## src/rtl/fifo_wconv_pkg.sv

```systemverilog
// rtl/fifo_wconv_pkg.sv - shared helpers for the width-converting FIFO
package fifo_wconv_pkg;

   // Widest write word the slice helper can carry (RATIO*DATA_WIDTH must fit)
   localparam int PKG_MAX_BITS = 1024;

   // Returns narrow slice idx of a wide word in the low bits; caller truncates to width
   function automatic logic [PKG_MAX_BITS-1:0] wide_slice(
      input logic [PKG_MAX_BITS-1:0] wide,
      input int unsigned             idx,
      input int unsigned             width
   );
      return wide >> (idx * width);
   endfunction

   // A write must pack a power-of-two number of words that fits in the storage
   function automatic bit ratio_ok(input int ratio, input int depth);
      return (ratio >= 1) && (ratio <= depth) && ((ratio & (ratio - 1)) == 0);
   endfunction

endpackage

```

## src/rtl/fifo_wconv_ctrl.sv

```systemverilog
// rtl/fifo_wconv_ctrl.sv - pointers, occupancy count, accept logic and flags
module fifo_wconv_ctrl
   import fifo_wconv_pkg::*;
#(
   parameter int ADDR_WIDTH = 4,
   parameter int RATIO      = 2,
   parameter int AF_LEVEL   = (2**ADDR_WIDTH) - 2,
   parameter int AE_LEVEL   = 2
) (
   input  logic                  clk,
   input  logic                  reset,
   input  logic                  wr,
   input  logic                  rd,
   output logic [ADDR_WIDTH-1:0] w_addr,
   output logic                  wr_en,
   output logic [ADDR_WIDTH-1:0] r_addr,
   output logic [ADDR_WIDTH:0]   count,
   output logic                  empty,
   output logic                  full,
   output logic                  wr_ready,
   output logic                  almost_full,
   output logic                  almost_empty,
   output logic                  overflow,
   output logic                  underflow
);

   localparam int DEPTH = 2**ADDR_WIDTH;
   // One extra bit over count so free-slot sums and the next count never wrap
   localparam int CW    = ADDR_WIDTH + 2;

   logic [ADDR_WIDTH-1:0] wr_ptr;
   logic [ADDR_WIDTH-1:0] rd_ptr;
   logic [CW-1:0]         cnt_ext;
   logic [CW-1:0]         free_slots;
   logic [CW-1:0]         count_next;
   logic                  rd_acc;
   logic                  wr_acc;

   // Accept decisions: a same-cycle read frees a slot the write may use
   always_comb begin
      cnt_ext    = {1'b0, count};
      free_slots = CW'(DEPTH) - cnt_ext;
      rd_acc     = rd && (count != '0);
      wr_acc     = wr && ((free_slots + CW'(rd_acc)) >= CW'(RATIO));
      count_next = cnt_ext + (wr_acc ? CW'(RATIO) : '0) - CW'(rd_acc);
   end

   // Pointers, count and all flags advance together so flags always match count
   always_ff @(posedge clk or posedge reset) begin
      if (reset) begin
         wr_ptr       <= '0;
         rd_ptr       <= '0;
         count        <= '0;
         empty        <= 1'b1;
         full         <= 1'b0;
         wr_ready     <= 1'b1;
         almost_full  <= 1'b0;
         almost_empty <= 1'b1;
         overflow     <= 1'b0;
         underflow    <= 1'b0;
      end else begin
         if (wr_acc) wr_ptr <= wr_ptr + ADDR_WIDTH'(RATIO);
         if (rd_acc) rd_ptr <= rd_ptr + 1'b1;
         count        <= count_next[ADDR_WIDTH:0];
         empty        <= (count_next == '0);
         full         <= (count_next == CW'(DEPTH));
         wr_ready     <= ((CW'(DEPTH) - count_next) >= CW'(RATIO));
         almost_full  <= (count_next >= CW'(AF_LEVEL));
         almost_empty <= (count_next <= CW'(AE_LEVEL));
         overflow     <= wr && !wr_acc;
         underflow    <= rd && (count == '0);
      end
   end

   assign w_addr = wr_ptr;
   assign r_addr = rd_ptr;
   assign wr_en  = wr_acc;

endmodule

```

## src/rtl/fifo_wconv.sv

```systemverilog
// rtl/fifo_wconv.sv - wide-write, narrow-read FIFO with storage and write demux
module fifo_wconv
   import fifo_wconv_pkg::*;
#(
   parameter int DATA_WIDTH = 8,
   parameter int RATIO      = 2,
   parameter int ADDR_WIDTH = 4,
   parameter int AF_LEVEL   = (2**ADDR_WIDTH) - 2,
   parameter int AE_LEVEL   = 2
) (
   input  logic                        clk,
   input  logic                        reset,
   input  logic                        wr,
   input  logic [RATIO*DATA_WIDTH-1:0] w_data,
   input  logic                        rd,
   output logic [DATA_WIDTH-1:0]       r_data,
   output logic                        empty,
   output logic                        full,
   output logic                        wr_ready,
   output logic                        almost_full,
   output logic                        almost_empty,
   output logic [ADDR_WIDTH:0]         count,
   output logic                        overflow,
   output logic                        underflow
);

   localparam int DEPTH = 2**ADDR_WIDTH;

   if (!ratio_ok(RATIO, DEPTH)) begin : g_bad_ratio
      $error("fifo_wconv: RATIO must be a power of two between 1 and DEPTH");
   end

   logic [DATA_WIDTH-1:0] mem [DEPTH];
   logic [DATA_WIDTH-1:0] slices [RATIO];
   logic [ADDR_WIDTH-1:0] w_addr;
   logic [ADDR_WIDTH-1:0] r_addr;
   logic                  wr_en;

   fifo_wconv_ctrl #(
      .ADDR_WIDTH (ADDR_WIDTH),
      .RATIO      (RATIO),
      .AF_LEVEL   (AF_LEVEL),
      .AE_LEVEL   (AE_LEVEL)
   ) u_ctrl (
      .clk          (clk),
      .reset        (reset),
      .wr           (wr),
      .rd           (rd),
      .w_addr       (w_addr),
      .wr_en        (wr_en),
      .r_addr       (r_addr),
      .count        (count),
      .empty        (empty),
      .full         (full),
      .wr_ready     (wr_ready),
      .almost_full  (almost_full),
      .almost_empty (almost_empty),
      .overflow     (overflow),
      .underflow    (underflow)
   );

   for (genvar g = 0; g < RATIO; g++) begin : g_slice
      assign slices[g] = DATA_WIDTH'(wide_slice(PKG_MAX_BITS'(w_data), g, DATA_WIDTH));
   end

   // Scatter the wide word into RATIO consecutive slots, LSB slice first; storage is never reset
   always_ff @(posedge clk) begin
      if (wr_en) begin
         for (int i = 0; i < RATIO; i++) begin
            mem[w_addr + ADDR_WIDTH'(i)] <= slices[i];
         end
      end
   end

   assign r_data = mem[r_addr];

endmodule

```

## config.mk

```make
export PLATFORM = sky130hd
export DESIGN_NAME = fifo_wconv
export DESIGN_NICKNAME = d
export VERILOG_FILES = /design/src/rtl/fifo_wconv_pkg.sv /design/src/rtl/fifo_wconv_ctrl.sv /design/src/rtl/fifo_wconv.sv
export SDC_FILE = /design/constraint.sdc
export NUM_CORES = 1
export LEC_CHECK = 0
export CAP_MARGIN = 20
export CORE_MARGIN = 10
export CORE_UTILIZATION = 40
export DETAILED_ROUTE_END_ITERATION = 16
export GPL_TIMING_DRIVEN = 0
export MAX_ROUTING_LAYER = met4
export PLACE_DENSITY = 0.66
export SYNTH_ARGS = -nofsm -noshare
export SYNTH_HDL_FRONTEND = slang
export SYNTH_SLANG_ARGS = --single-unit
```

## constraint.sdc

```tcl
create_clock -name clk -period 4.75 [get_ports clk]
set_clock_uncertainty 0.05 [all_clocks]
set_input_delay 0.95 -clock clk [delete_from_list [all_inputs] [get_ports clk]]
set_output_delay 0.95 -clock clk [all_outputs]
set_load 0.01 [all_outputs]
```

Yosys cells after proc, flatten, opt, wreduce, memory -nomap -nowiden. Memory sizes are Yosys's and may differ from the RTL's. Index checks and enable logic that the tools add are counted.

Bits in registers: 20. Latch bits: 0. Memory bits (writable): 128. Bits in read-only memories: 0. Bits of input ports: 20. Output and inout port bits: 20. Logic and storage cells: 35. Memories kept: 1.

Memories: mem (words 16, bits a word 8, rd ports 1, clocked after Yosys merged registers in 0, wr ports 2, line fifo_wconv.sv:33) `logic [DATA_WIDTH-1:0] mem [DEPTH];`.

Add/sub/neg operators: 8. Multiply operators: 0. Divide/modulo/power cells: 0. $lt $le $gt $ge: 4. Eq/ne operators: 1. Shift-type cells: 0. Muxes and demuxes: 3. Bitwise operators: 0. Reductions and logical operators: 8.

Operators by type and width (count): 6-bit by 2-bit >= comparator with 1-bit output (second input constant) (2); 4-bit by 1-bit adder with 4-bit output (second input constant) (2); 5-bit by 6-bit adder with 6-bit output (1); 6-bit by 1-bit adder with 6-bit output (1); 6-bit by 5-bit == test with 1-bit output (second input constant) (1); 6-bit by 4-bit >= comparator with 1-bit output (second input constant) (1); 6-bit by 2-bit <= comparator with 1-bit output (second input constant) (1); 6-bit zero test (1); 5-bit by 5-bit subtractor with 6-bit output (first input constant) (1); 5-bit by 6-bit subtractor with 6-bit output (first input constant) (1); 6-bit by 1-bit subtractor with 6-bit output (1); 5-bit zero test (1); 5-bit nonzero test (1); 4-bit by 2-bit adder with 4-bit output (second input constant) (1); 1-bit logical AND (4); 1-bit two-way mux (2); 2-bit two-way mux (1); 1-bit zero test (1).

Longest topological paths before layout. Gate-level depths: netlist of the first run.

Depth in word-level cells: 10. Depth in mapped cells: 20. Mapped depth without buffers: 19.

By module. From an unflattened synthesis of the first run, not the netlist that was laid out.

Cells, all modules: 501. Area total of the unflattened synthesis: 7806.2 sq um.

Modules (own cells, without submodules): fifo_wconv (times used 1, cells an instance 397, area an instance 6716.4 sq um, sequential area each 3843.7 sq um); fifo_wconv_ctrl (times used 1, cells an instance 104, area an instance 1089.8 sq um, sequential area each 479.2 sq um).

Worst setup path before layout of the first run. Ideal clock, no wire load.

Kind: flip-flop to flip-flop. Start: register u_ctrl.count[2]. End: memory mem[8][0], enable pin. Library setup time: 0.436 ns. Arrival time: 4.121 ns. Data required time: 4.264 ns. Slack: 0.143 ns. Stages on the path, launching flop included: 13. Path buffers: 1. Clock period less this slack: 4.607 ns. Path through: dfrtp_1 inv_1 ha_1 nor4b_1 nand2b_1 ha_1 inv_1 ha_1 nor2_1 a41oi_1 a22oi_1 buf_2 nor4b_1.

RTL lines: from (decl) (line fifo_wconv_ctrl.sv:17) `output logic [ADDR_WIDTH:0] count,`; from (signal assigned) (line fifo_wconv_ctrl.sv:64) `count <= count_next[ADDR_WIDTH:0];`; to (decl) (line fifo_wconv.sv:33).

Final worst setup path of the first run.
Start: register u_ctrl.count[3]. End: register u_ctrl.wr_ready.

Longest elaborated chain between the ends: 10. Elaborated cells on any way between the ends: 11. Classes of those cells: add/sub (5); order compare (2); mux (1); reduce/logical (3).

Ends and longest elaborated chain: parallel branches: the longest is 7 deep, another holds 5-bit by 5-bit subtractor with 6-bit output; 6-bit by 1-bit subtractor with 6-bit output * (line fifo_wconv_ctrl.sv:45) `count_next = cnt_ext + (wr_acc ? CW'(RATIO) : '0) - CW'(rd_acc);`; 5-bit by 6-bit subtractor with 6-bit output * (line fifo_wconv_ctrl.sv:67) `wr_ready <= ((CW'(DEPTH) - count_next) >= CW'(RATIO));`; 6-bit by 2-bit >= comparator with 1-bit output * (line fifo_wconv_ctrl.sv:67); to (signal assigned) (line fifo_wconv_ctrl.sv:67); to (decl) (line fifo_wconv_ctrl.sv:20) `output logic wr_ready,`.

Mark *: on every way between the ends. A chain may end at the register's enable or synchronous reset.

==> impl_metrics.toml, run 1 <==
[power_and_ir_drop]
power_frac_comb = 0.405
pwr_density_cell_nw_per_um2 = 689
internal_power_mw = 3.50
netSwitchingFraction = 0.327
vdd_drop_max_v = 0.000292
p_sw_mw = 1.70
pwr-share-seq = 0.361
total_leakage_power_nw = 2.62
power.clock.fraction = 0.234

[global_route]
grtUsageTotal = 0.120
global_route_wire_length_before_repair_um = 17900
maximum_number_of_pins_on_one_net_before_global_route_repair = 20
initial_antenna_violation_count = 0
globalRoute.totalOverflow = 0
grt_pass1_vias = 3137

[placed_design]
i_o_buffers = 39
gpl_wtd_cong = 0.817
detailed_place_hpwl_um = 7710

[sta]
hold_viol = 0
final.setup.tns_ns = 0
max_freq_mhz = 225
unrepaired_setup_endpoints_after_global_routing = "false"
fin_crit_sh = 0.934
post-route-min-period_ns = 4.44
setup-violations-final = 0
tightestPinTransition_ns = 0.827
timing.slew.headroom = 0.446
timing_max_transition_violations_final = 0

[synth]
leading_register_cell_type_out_of_synthesis = "sky130_fd_sc_hd__edfxtp_1"
count_of_flip_flops_with_a_built_in_enable_after_synthesis = 128
post_synth.cell_area_avg_um2 = 20.7
synth_async_sr_flop_share = 0.129
netlist_instances = 295
synth_largest_area_cell = "sky130_fd_sc_hd__edfxtp_1"
synth_top_area_share = 0.631
yosysUniqueCellTypes = 43
yosys_warnings = 0
synth.cell_area_um2 = 6090
yosysSeqAreaShare = 0.709
synthTopCellsByArea = "sky130_fd_sc_hd__edfxtp_1 (63%), sky130_fd_sc_hd__mux4_1 (8.2%), sky130_fd_sc_hd__mux4_2 (7.8%), sky130_fd_sc_hd__dfrtp_1 (6.6%), sky130_fd_sc_hd__ha_1 (2.9%)"
synth.ff_latch_count = 147
syn_nets = 330

[setup_path]
timing.setup.critical_path_class = "reg -> reg"
cp-end-kind = "flip-flop"
reg2reg_from = "u_ctrl.count[3]$_DFF_PP0_"
crit_path_start = "u_ctrl.count[3]$_DFF_PP0_"
cp_max_fo = 6
worstPathRequired_ns = 5.02
timing.critical_path.arrival_ns = 4.71
critPathLaunchType = "flip-flop"

[cells_and_area]
ant_diodes = 0
final_util = 0.499
drive_above_1_share = 0.274
fillCellCount = 1230
nNetsFinal = 405
area_growth_pct = 23.6

[floorplanning]
io_pins = 40
floorplan.die_area_um2 = 20600
die-width_um = 143
num_rows = 45
die_h_um = 143
starting_density = 0.404
core_area_um2 = 15100

[clocking]
cts.sink_count = 147
clk_latency_ns = 0.41
cts_buffer_depth = 2
ctsRootBufferMaster = "sky130_fd_sc_hd__clkbuf_16"
tritoncts_clock_tree = "done"
cts_buffers = 17
h-tree-depth = 4
clkSlewWorstSetupHoldPaths_ns = 0.06

[detailed_routing]
wire_length_per_cell_um = 20.3
detail_route.wirelength_um = 11600
route.detailed.drc = 0
vias_per_instance = 5.30
detailedRoute.firstIterationViolations = 226
first_pass_iters = 4
num_vias = 3028
drtAntennaViolNets = 0

[hold_path]
min_path_type = "reg -> reg"
worstHoldStart = "u_ctrl.r_addr[1]$_DFFE_PP0P_"

[run]
drv_cap = 0

[run_status]
outcome = "finished clean"
[worst max-delay path, cell delays in order (launching register included)]
cell and delay [ns]:
sky130_fd_sc_hd__dfrtp_2 0.44, sky130_fd_sc_hd__inv_1 0.15, sky130_fd_sc_hd__ha_4 0.17, sky130_fd_sc_hd__nor4b_4 0.19, sky130_fd_sc_hd__nand2b_4 0.17, sky130_fd_sc_hd__ha_2 0.21
sky130_fd_sc_hd__inv_1 0.05, sky130_fd_sc_hd__ha_1 0.30, sky130_fd_sc_hd__nor2_1 0.14, sky130_fd_sc_hd__a41oi_2 0.16, sky130_fd_sc_hd__a22oi_2 0.25, sky130_fd_sc_hd__buf_4 0.14
sky130_fd_sc_hd__ha_1 0.21, sky130_fd_sc_hd__inv_1 0.06, sky130_fd_sc_hd__ha_1 0.16, sky130_fd_sc_hd__inv_1 0.05, sky130_fd_sc_hd__fa_2 0.57, sky130_fd_sc_hd__nand3b_1 0.13
sky130_fd_sc_hd__or3b_2 0.49, sky130_fd_sc_hd__a2bb2oi_1 0.14, sky130_fd_sc_hd__o211ai_1 0.11
[power by group through the flow]
stage,Clock [mW],Combinational (mW),Sequential (mW)
6_report,1.22,2.10,1.87
5_1_grt,1.30,2.29,1.90
4_1_cts,1.24,2.06,1.87
3_5_place_dp,0,2.02,1.89
3_3_place_gp,0,1.92,1.89
2_1_floorplan,0,1.31,1.87
[state kept, by name, indices dropped and copies added, names as in the netlist]
signal and count:
mem 128, u_ctrl.almost_empty 1, u_ctrl.almost_full 1, u_ctrl.count 5, u_ctrl.empty 1, u_ctrl.full 1, u_ctrl.overflow 1, u_ctrl.r_addr 4
u_ctrl.underflow 1, u_ctrl.w_addr 3, u_ctrl.wr_ready 1
[path summary, 6_finish.rpt]
check                                                     to  slack [ns]  depth (start not counted)
worst max-delay path               u_ctrl.wr_ready$_DFF_PP1_        0.31                         20
worst min-delay path            u_ctrl.r_addr[1]$_DFFE_PP0P_        0.54                          3
worst max register to register     u_ctrl.wr_ready$_DFF_PP1_        0.31                         20
worst min register to register  u_ctrl.r_addr[1]$_DFFE_PP0P_        0.54                          3
max in group asynchronous          u_ctrl.count[2]$_DFF_PP0_        3.22                          2
min in group asynchronous       u_ctrl.almost_full$_DFF_PP0_        0.91                          2
[through the flow]
stage                     hold slack, ns  cell area (um2)  instances  power [mW]  setup WS [ns]
after global placement             0.507             6720        522        3.80          -1.79
after floorplan                    0.472             6090        295        3.18          0.143
after global routing               0.567             7530        571        5.49         0.0196
after detailed placement           0.528             6880        534        3.91         -0.563
after CTS                          0.541             7450        567        5.17         0.0118
final                              0.541             7530        571        5.19          0.312
[placed cells by master, fill, tap and decap left out, drive strengths merged, types with 2 or more instances in the layout]
cell,instances
a211oi,2
xnor2,8
and2,2
nand2,6
mux4,40
nor4b,3
ha,14
buf,27
nor2,2
clkdlybuf4s50,39
inv,27
nand2b,4
dfrtp,16
o211ai,2
clkinv,4
dfstp,3
edfxtp,128
clkbuf,19
nor4,5
nor3,7
nand3b,3
clkinvlp,3
[metal layers]
layer,part of all wire,vias to the layer above,GRT usage
met5,0,-,-
met4,0.014,0,0.0414
met3,0.035,14,0.0290
met2,0.52,60,0.196
met1,0.44,1581,0.144
li1,-,1373,-
[layout make-up]
class                   count  area (um2)  share of cell area
clock buffers              18         429              0.0570
inverters                  20        75.1             0.00997
plain buffers              11         109              0.0145
repair buffers             56         541              0.0718
clock inverters            14         116              0.0155
flip-flops and latches    147        4330               0.574
multi-input cells         117        1700               0.226
well taps                 188         235              0.0312
[timing repair]
item	4_1_cts	5_1_grt
gates cloned	0	0
pin swaps	1	2
resized for setup	4	12
hold endpoints to repair	0	0
buffers inserted	1	4
hold buffers	0	0
endpoints found under the setup margin	5	5
[Yosys cell counts (2+ instances only)]
master	instances
sky130_fd_sc_hd__ha_1	14
sky130_fd_sc_hd__inv_1	20
sky130_fd_sc_hd__buf_8	2
sky130_fd_sc_hd__nand2b_1	4
sky130_fd_sc_hd__buf_2	3
sky130_fd_sc_hd__o211ai_1	2
sky130_fd_sc_hd__nor3_1	7
sky130_fd_sc_hd__dfstp_2	3
sky130_fd_sc_hd__nor4b_1	3
sky130_fd_sc_hd__edfxtp_1	128
sky130_fd_sc_hd__a211oi_1	2
sky130_fd_sc_hd__nand2_1	6
sky130_fd_sc_hd__xnor2_1	8
sky130_fd_sc_hd__nor2_1	2
sky130_fd_sc_hd__and2_1	2
sky130_fd_sc_hd__dfrtp_1	16
sky130_fd_sc_hd__mux4_1	19
sky130_fd_sc_hd__nor4_1	5
sky130_fd_sc_hd__nand3b_1	3
sky130_fd_sc_hd__mux4_2	21
sky130_fd_sc_hd__buf_4	3
[cells by family after synthesis]
family | share of synthesized area
simple gates | 0.0374
xor+xnor | 0.0129
fa+ha+maj | 0.0320
flops | 0.709
mux | 0.161
compound gates | 0.0172
buf+inv | 0.0298
(Power assumes the default switching activity.)
==> inputs of run 2 (changes only) <==
--- a/config.mk
+++ b/config.mk
@@ -7,11 +7,11 @@
 export LEC_CHECK = 0
 export CAP_MARGIN = 20
 export CORE_MARGIN = 10
-export CORE_UTILIZATION = 40
+export CORE_UTILIZATION = 30
 export DETAILED_ROUTE_END_ITERATION = 16
 export GPL_TIMING_DRIVEN = 0
 export MAX_ROUTING_LAYER = met4
-export PLACE_DENSITY = 0.66
+export PLACE_DENSITY = 0.54
 export SYNTH_ARGS = -nofsm -noshare
 export SYNTH_HDL_FRONTEND = slang
 export SYNTH_SLANG_ARGS = --single-unit
==> run 2 against run 1 <==
Synthesized cell count stayed put; the run now fails in 5_2_route; area after synthesis stayed put; global-route usage is 2.0 points lower.
==> impl_metrics.toml, run 2 <==
[floorplanning]
io_pins = 40
die-width_um = 163
num_rows = 52
starting_density = 0.303
die_h_um = 163

[sta]
worst-endpoint-pin-kind = "sequential cell input"
grt_worst_setup_endpoint = "u_ctrl.wr_ready$_DFF_PP1_/D"

[synth]
netlist_instances = 295
synth_xor_area_frac = 0.0129
yosys_warnings = 0
count_of_flip_flops_with_a_built_in_enable_after_synthesis = 128
synth_async_sr_flop_share = 0.129
multiplexer_area_fraction_after_synthesis = 0.161
synth.ff_latch_count = 147
yosys.area_share.simple = 0.0374
synth.cell_area_um2 = 6090
yosys.cell_count.top_type = "sky130_fd_sc_hd__edfxtp_1"
post_synth.cell_area_avg_um2 = 20.7
synth_largest_area_cell = "sky130_fd_sc_hd__edfxtp_1"
syn_nets = 330
synthTopCellsByArea = "sky130_fd_sc_hd__edfxtp_1 (63%), sky130_fd_sc_hd__mux4_1 (8.2%), sky130_fd_sc_hd__mux4_2 (7.8%), sky130_fd_sc_hd__dfrtp_1 (6.6%), sky130_fd_sc_hd__ha_1 (2.9%)"
yosysUniqueCellTypes = 43
post_synth_adder_cell_area = 0.0320
synth_top_area_share = 0.631
combinational_family_with_the_most_area_after_synthesis = "multiplexers"
synth_top_cells_by_count = "sky130_fd_sc_hd__edfxtp_1 (128), sky130_fd_sc_hd__mux4_2 (21), sky130_fd_sc_hd__inv_1 (20)"
yosysSeqAreaShare = 0.709
synth_compound_gate_area_share = 0.0172
leading_register_cell_type_out_of_synthesis = "sky130_fd_sc_hd__edfxtp_1"

[run_status]
error_that_ended_the_run = "[ERROR DRT-0255] Maze Route cannot find path of net clk in worker of routeBox ( 144900 0 ) ( 162530 48300 )."
failed_stage = "5_2_route"
outcome = "stopped before the end"

[placed_design]
detailed_place.area_um2 = 6970
i_o_buffers = 39
gpl_wtd_cong = 0.731
detailed_place_hpwl_um = 8340

[global_route]
grt_pass1_vias = 3223
grtUsageTotal = 0.100
maximum_number_of_pins_on_one_net_before_global_route_repair = 20
globalRoute.totalOverflow = 0
initial_antenna_violation_count = 0
global_route_wire_length_before_repair_um = 19000

[clocking]
ctsRootBufferMaster = "sky130_fd_sc_hd__clkbuf_16"
postCtsHoldBufs = 0
cts_buffers = 17
h-tree-depth = 4
cts.sink_count = 147
cts_buffer_depth = 2
-- run 2: metrics by stage --
stage	util	setup WS (ns)	std cells
2_1_floorplan	-	0.143	295
3_3_place_gp	0.339	-1.66	604
3_5_place_dp	0.347	-0.624	616
4_1_cts	0.378	0.0120	649
5_1_grt	0.382	0.00320	654
-- run 2: routing by layer --
| layer | global-route usage |
|---|---|
| met3 | 0.0238 |
| met5 | - |
| met4 | 0.0443 |
| met2 | 0.160 |
| met1 | 0.119 |
-- run 2: cells by family after synthesis --
family | Yosys count
simple gates | 38
compound gates | 14
fa+ha+maj | 15
flops | 147
mux | 41
buf+inv | 31
xor+xnor | 9
-- run 2: timing repair --
item | in CTS | in global routing
gates cloned | 0 | 0
resized for setup | 5 | 10
pin swaps | 1 | 1
setup endpoints to repair | 5 | 5
buffers inserted | 1 | 5
==> inputs of run 3 (changes only) <==
--- a/config.mk
+++ b/config.mk
@@ -7,11 +7,10 @@
 export LEC_CHECK = 0
 export CAP_MARGIN = 20
 export CORE_MARGIN = 10
-export CORE_UTILIZATION = 30
+export CORE_UTILIZATION = 20
 export DETAILED_ROUTE_END_ITERATION = 16
 export GPL_TIMING_DRIVEN = 0
-export MAX_ROUTING_LAYER = met4
-export PLACE_DENSITY = 0.54
+export PLACE_DENSITY_LB_ADDON = 0.15
 export SYNTH_ARGS = -nofsm -noshare
 export SYNTH_HDL_FRONTEND = slang
 export SYNTH_SLANG_ARGS = --single-unit
==> constraint.sdc (replaced) <==
create_clock -name clk -period 6.17 [get_ports clk]
set_clock_uncertainty 0.05 [all_clocks]
set_input_delay 1.234 -clock clk [delete_from_list [all_inputs] [get_ports clk]]
set_output_delay 1.234 -clock clk [all_outputs]
set_load 0.01 [all_outputs]
==> run 3 against run 2 <==
The flow now finishes without violations; global-route usage is 2.3 points lower.
==> impl_metrics.toml, run 3 (same netlist as run 1, synthesis figures left out) <==
[power_and_ir_drop]
pwr_density_cell_nw_per_um2 = 531
netSwitchingFraction = 0.328
internal_power_mw = 2.77
total_leakage_power_nw = 2.63
p_sw_mw = 1.35
pwr-share-seq = 0.349
power.clock.fraction = 0.263
vdd_drop_max_v = 0.000255
power_frac_comb = 0.388

[setup_path]
cp-end-kind = "flip-flop"
cp_slowest_stage_delay_ns = 0.49
timing.critical_path.slowest_stage_cell = "sky130_fd_sc_hd__or3b_2"
critPathLaunchType = "flip-flop"
timing.critical_path.arrival_ns = 5.69
cp_max_fo = 10
timing.setup.critical_path_class = "reg -> reg"
worstPathRequired_ns = 6.46
timing.critical_path.mode_cell = "sky130_fd_sc_hd__ha_1"
worstPathCellList = "inv_1 -> ha_1 -> nor4b_1 -> nand2b_1 -> ha_1 -> inv_1 -> ha_1 -> a211oi_1 -> a41oi_1 -> a22oi_1 -> buf_2 -> ha_1 -> inv_1 -> ha_1 -> inv_1 -> fa_1 -> xnor2_1 -> or3b_2 -> a2bb2oi_1 -> o211ai_1"

[sta]
hold_viol = 0
final.setup.tns_ns = 0
unrepaired_setup_endpoints_after_global_routing = "false"
holdWs_ns = 0.527
tightestPinTransition_ns = 0.941
setup-violations-final = 0
timing.slew.headroom = 0.369
fin_crit_sh = 0.875
post-route-min-period_ns = 5.40
max_freq_mhz = 185
timing_max_transition_violations_final = 0

[detailed_routing]
wire_length_per_cell_um = 18.3
route.detailed.drc = 0
vias_per_instance = 3.96
first_pass_iters = 4
detailedRoute.firstIterationViolations = 216
drtAntennaViolNets = 0
detail_route.wirelength_um = 14100
num_vias = 3042

[clocking]
cts_buffer_depth = 2
h-tree-depth = 4
ctsRootBufferMaster = "sky130_fd_sc_hd__clkbuf_16"
cts_setup_buffers = 0
postCtsHoldBufs = 0
tritoncts_clock_tree = "done"
cts_buffers = 17
cts.sink_count = 147
clkSlewWorstSetupHoldPaths_ns = 0.07
clk_latency_ns = 0.42
postCtsResizedCells = 0

[cells_and_area]
drive_above_1_share = 0.235
layout_commonest_cell = "sky130_fd_sc_hd__edfxtp_1"
ant_diodes = 0
final_util = 0.260
largest_reg_flops = 128
nNetsFinal = 401
regMostFlops = "mem"
area_growth_pct = 27.3
most_frequent_cells_in_the_layout = "sky130_fd_sc_hd__edfxtp_1 (128), sky130_fd_sc_hd__clkdlybuf4s50_1 (39), sky130_fd_sc_hd__mux4_2 (21)"
fillCellCount = 2994

[global_route]
grt_pass1_vias = 3310
maximum_number_of_pins_on_one_net_before_global_route_repair = 20
global_route_wire_length_before_repair_um = 21600
globalRoute.totalOverflow = 0
initial_antenna_violation_count = 0
grtUsageTotal = 0.0769

[floorplanning]
die_h_um = 195
die-width_um = 195
floorplan.die_area_um2 = 37900
starting_density = 0.204
io_pins = 40
num_rows = 63
core_area_um2 = 29900

[placed_design]
detailed_place_hpwl_um = 9620
gpl_wtd_cong = 0.656
i_o_buffers = 39

[hold_path]
min_path_type = "reg -> reg"

[run]
drv_cap = 0

[run_status]
outcome = "finished clean"
run 3: worst max-delay path: cells and delay by family, from the launching register on:
| kind | cells | cell delay [ns] |
|---|---|---|
| adders and majority gates | 6 | 1.65 |
| DFF | 1 | 0.48 |
| AOI/OAI and AO/OA | 5 | 0.88 |
| xor gates and xnor gates | 1 | 0.40 |
| buffers and inverters | 5 | 0.66 |
| and+or+nand+nor | 3 | 1.18 |
run 3: path summary, 6_finish.rpt:
check,from,to,slack (ns),depth (start not counted)
worst max-delay path,u_ctrl.count[2]$_DFF_PP0_,u_ctrl.wr_ready$_DFF_PP1_,0.77,20
worst min-delay path,u_ctrl.r_addr[1]$_DFFE_PP0P_,u_ctrl.r_addr[1]$_DFFE_PP0P_,0.53,3
worst max register to register,u_ctrl.count[2]$_DFF_PP0_,u_ctrl.wr_ready$_DFF_PP1_,0.77,20
worst min register to register,u_ctrl.r_addr[1]$_DFFE_PP0P_,u_ctrl.r_addr[1]$_DFFE_PP0P_,0.53,3
max in group asynchronous,reset,u_ctrl.r_addr[3]$_DFFE_PP0P_,4.37,2
min in group asynchronous,reset,u_ctrl.underflow$_DFF_PP0_,1.21,2
run 3: per-stage QoR:
| stage | area (um2) | setup slack [ns] | cells | total power [mW] |
|---|---|---|---|---|
| final | 7760 | 0.769 | 769 | 4.12 |
| after global routing | 7760 | 0.248 | 769 | 4.37 |
| after CTS | 7760 | 0.683 | 769 | 4.20 |
| after detailed placement | 7140 | 0.443 | 737 | 3.10 |
| after global placement | 6970 | -0.867 | 724 | 3.03 |
| after floorplan | 6090 | 1.39 | 295 | 2.45 |
run 3: area by class of cell:
cell class,instances,area (um2),share of cell area
Sequential cell,147,4320,0.557
Multi-Input combinational cell,117,1640,0.211
Timing Repair Buffer,52,510,0.0658
Tap cell,390,488,0.0629
Clock buffer,17,425,0.0548
Clock inverter,15,195,0.0252
Buffer,11,106,0.0137
Inverter,20,75.1,0.00968
run 3: power groups by stage:
stage | Combinational, mW | Clock (mW) | Sequential, mW
2_1_floorplan | 1.01 | 0 | 1.44
3_3_place_gp | 1.56 | 0 | 1.46
3_5_place_dp | 1.64 | 0 | 1.46
4_1_cts | 1.64 | 1.11 | 1.44
5_1_grt | 1.75 | 1.16 | 1.46
6_report | 1.60 | 1.08 | 1.44
run 3: metal layers:
layer	global-route usage	up-vias	share of wire
li1	-	1365	-
met3	0.0255	12	0.049
met5	0	-	0
met2	0.119	62	0.49
met4	0.0256	0	0.0099
met1	0.0984	1603	0.46
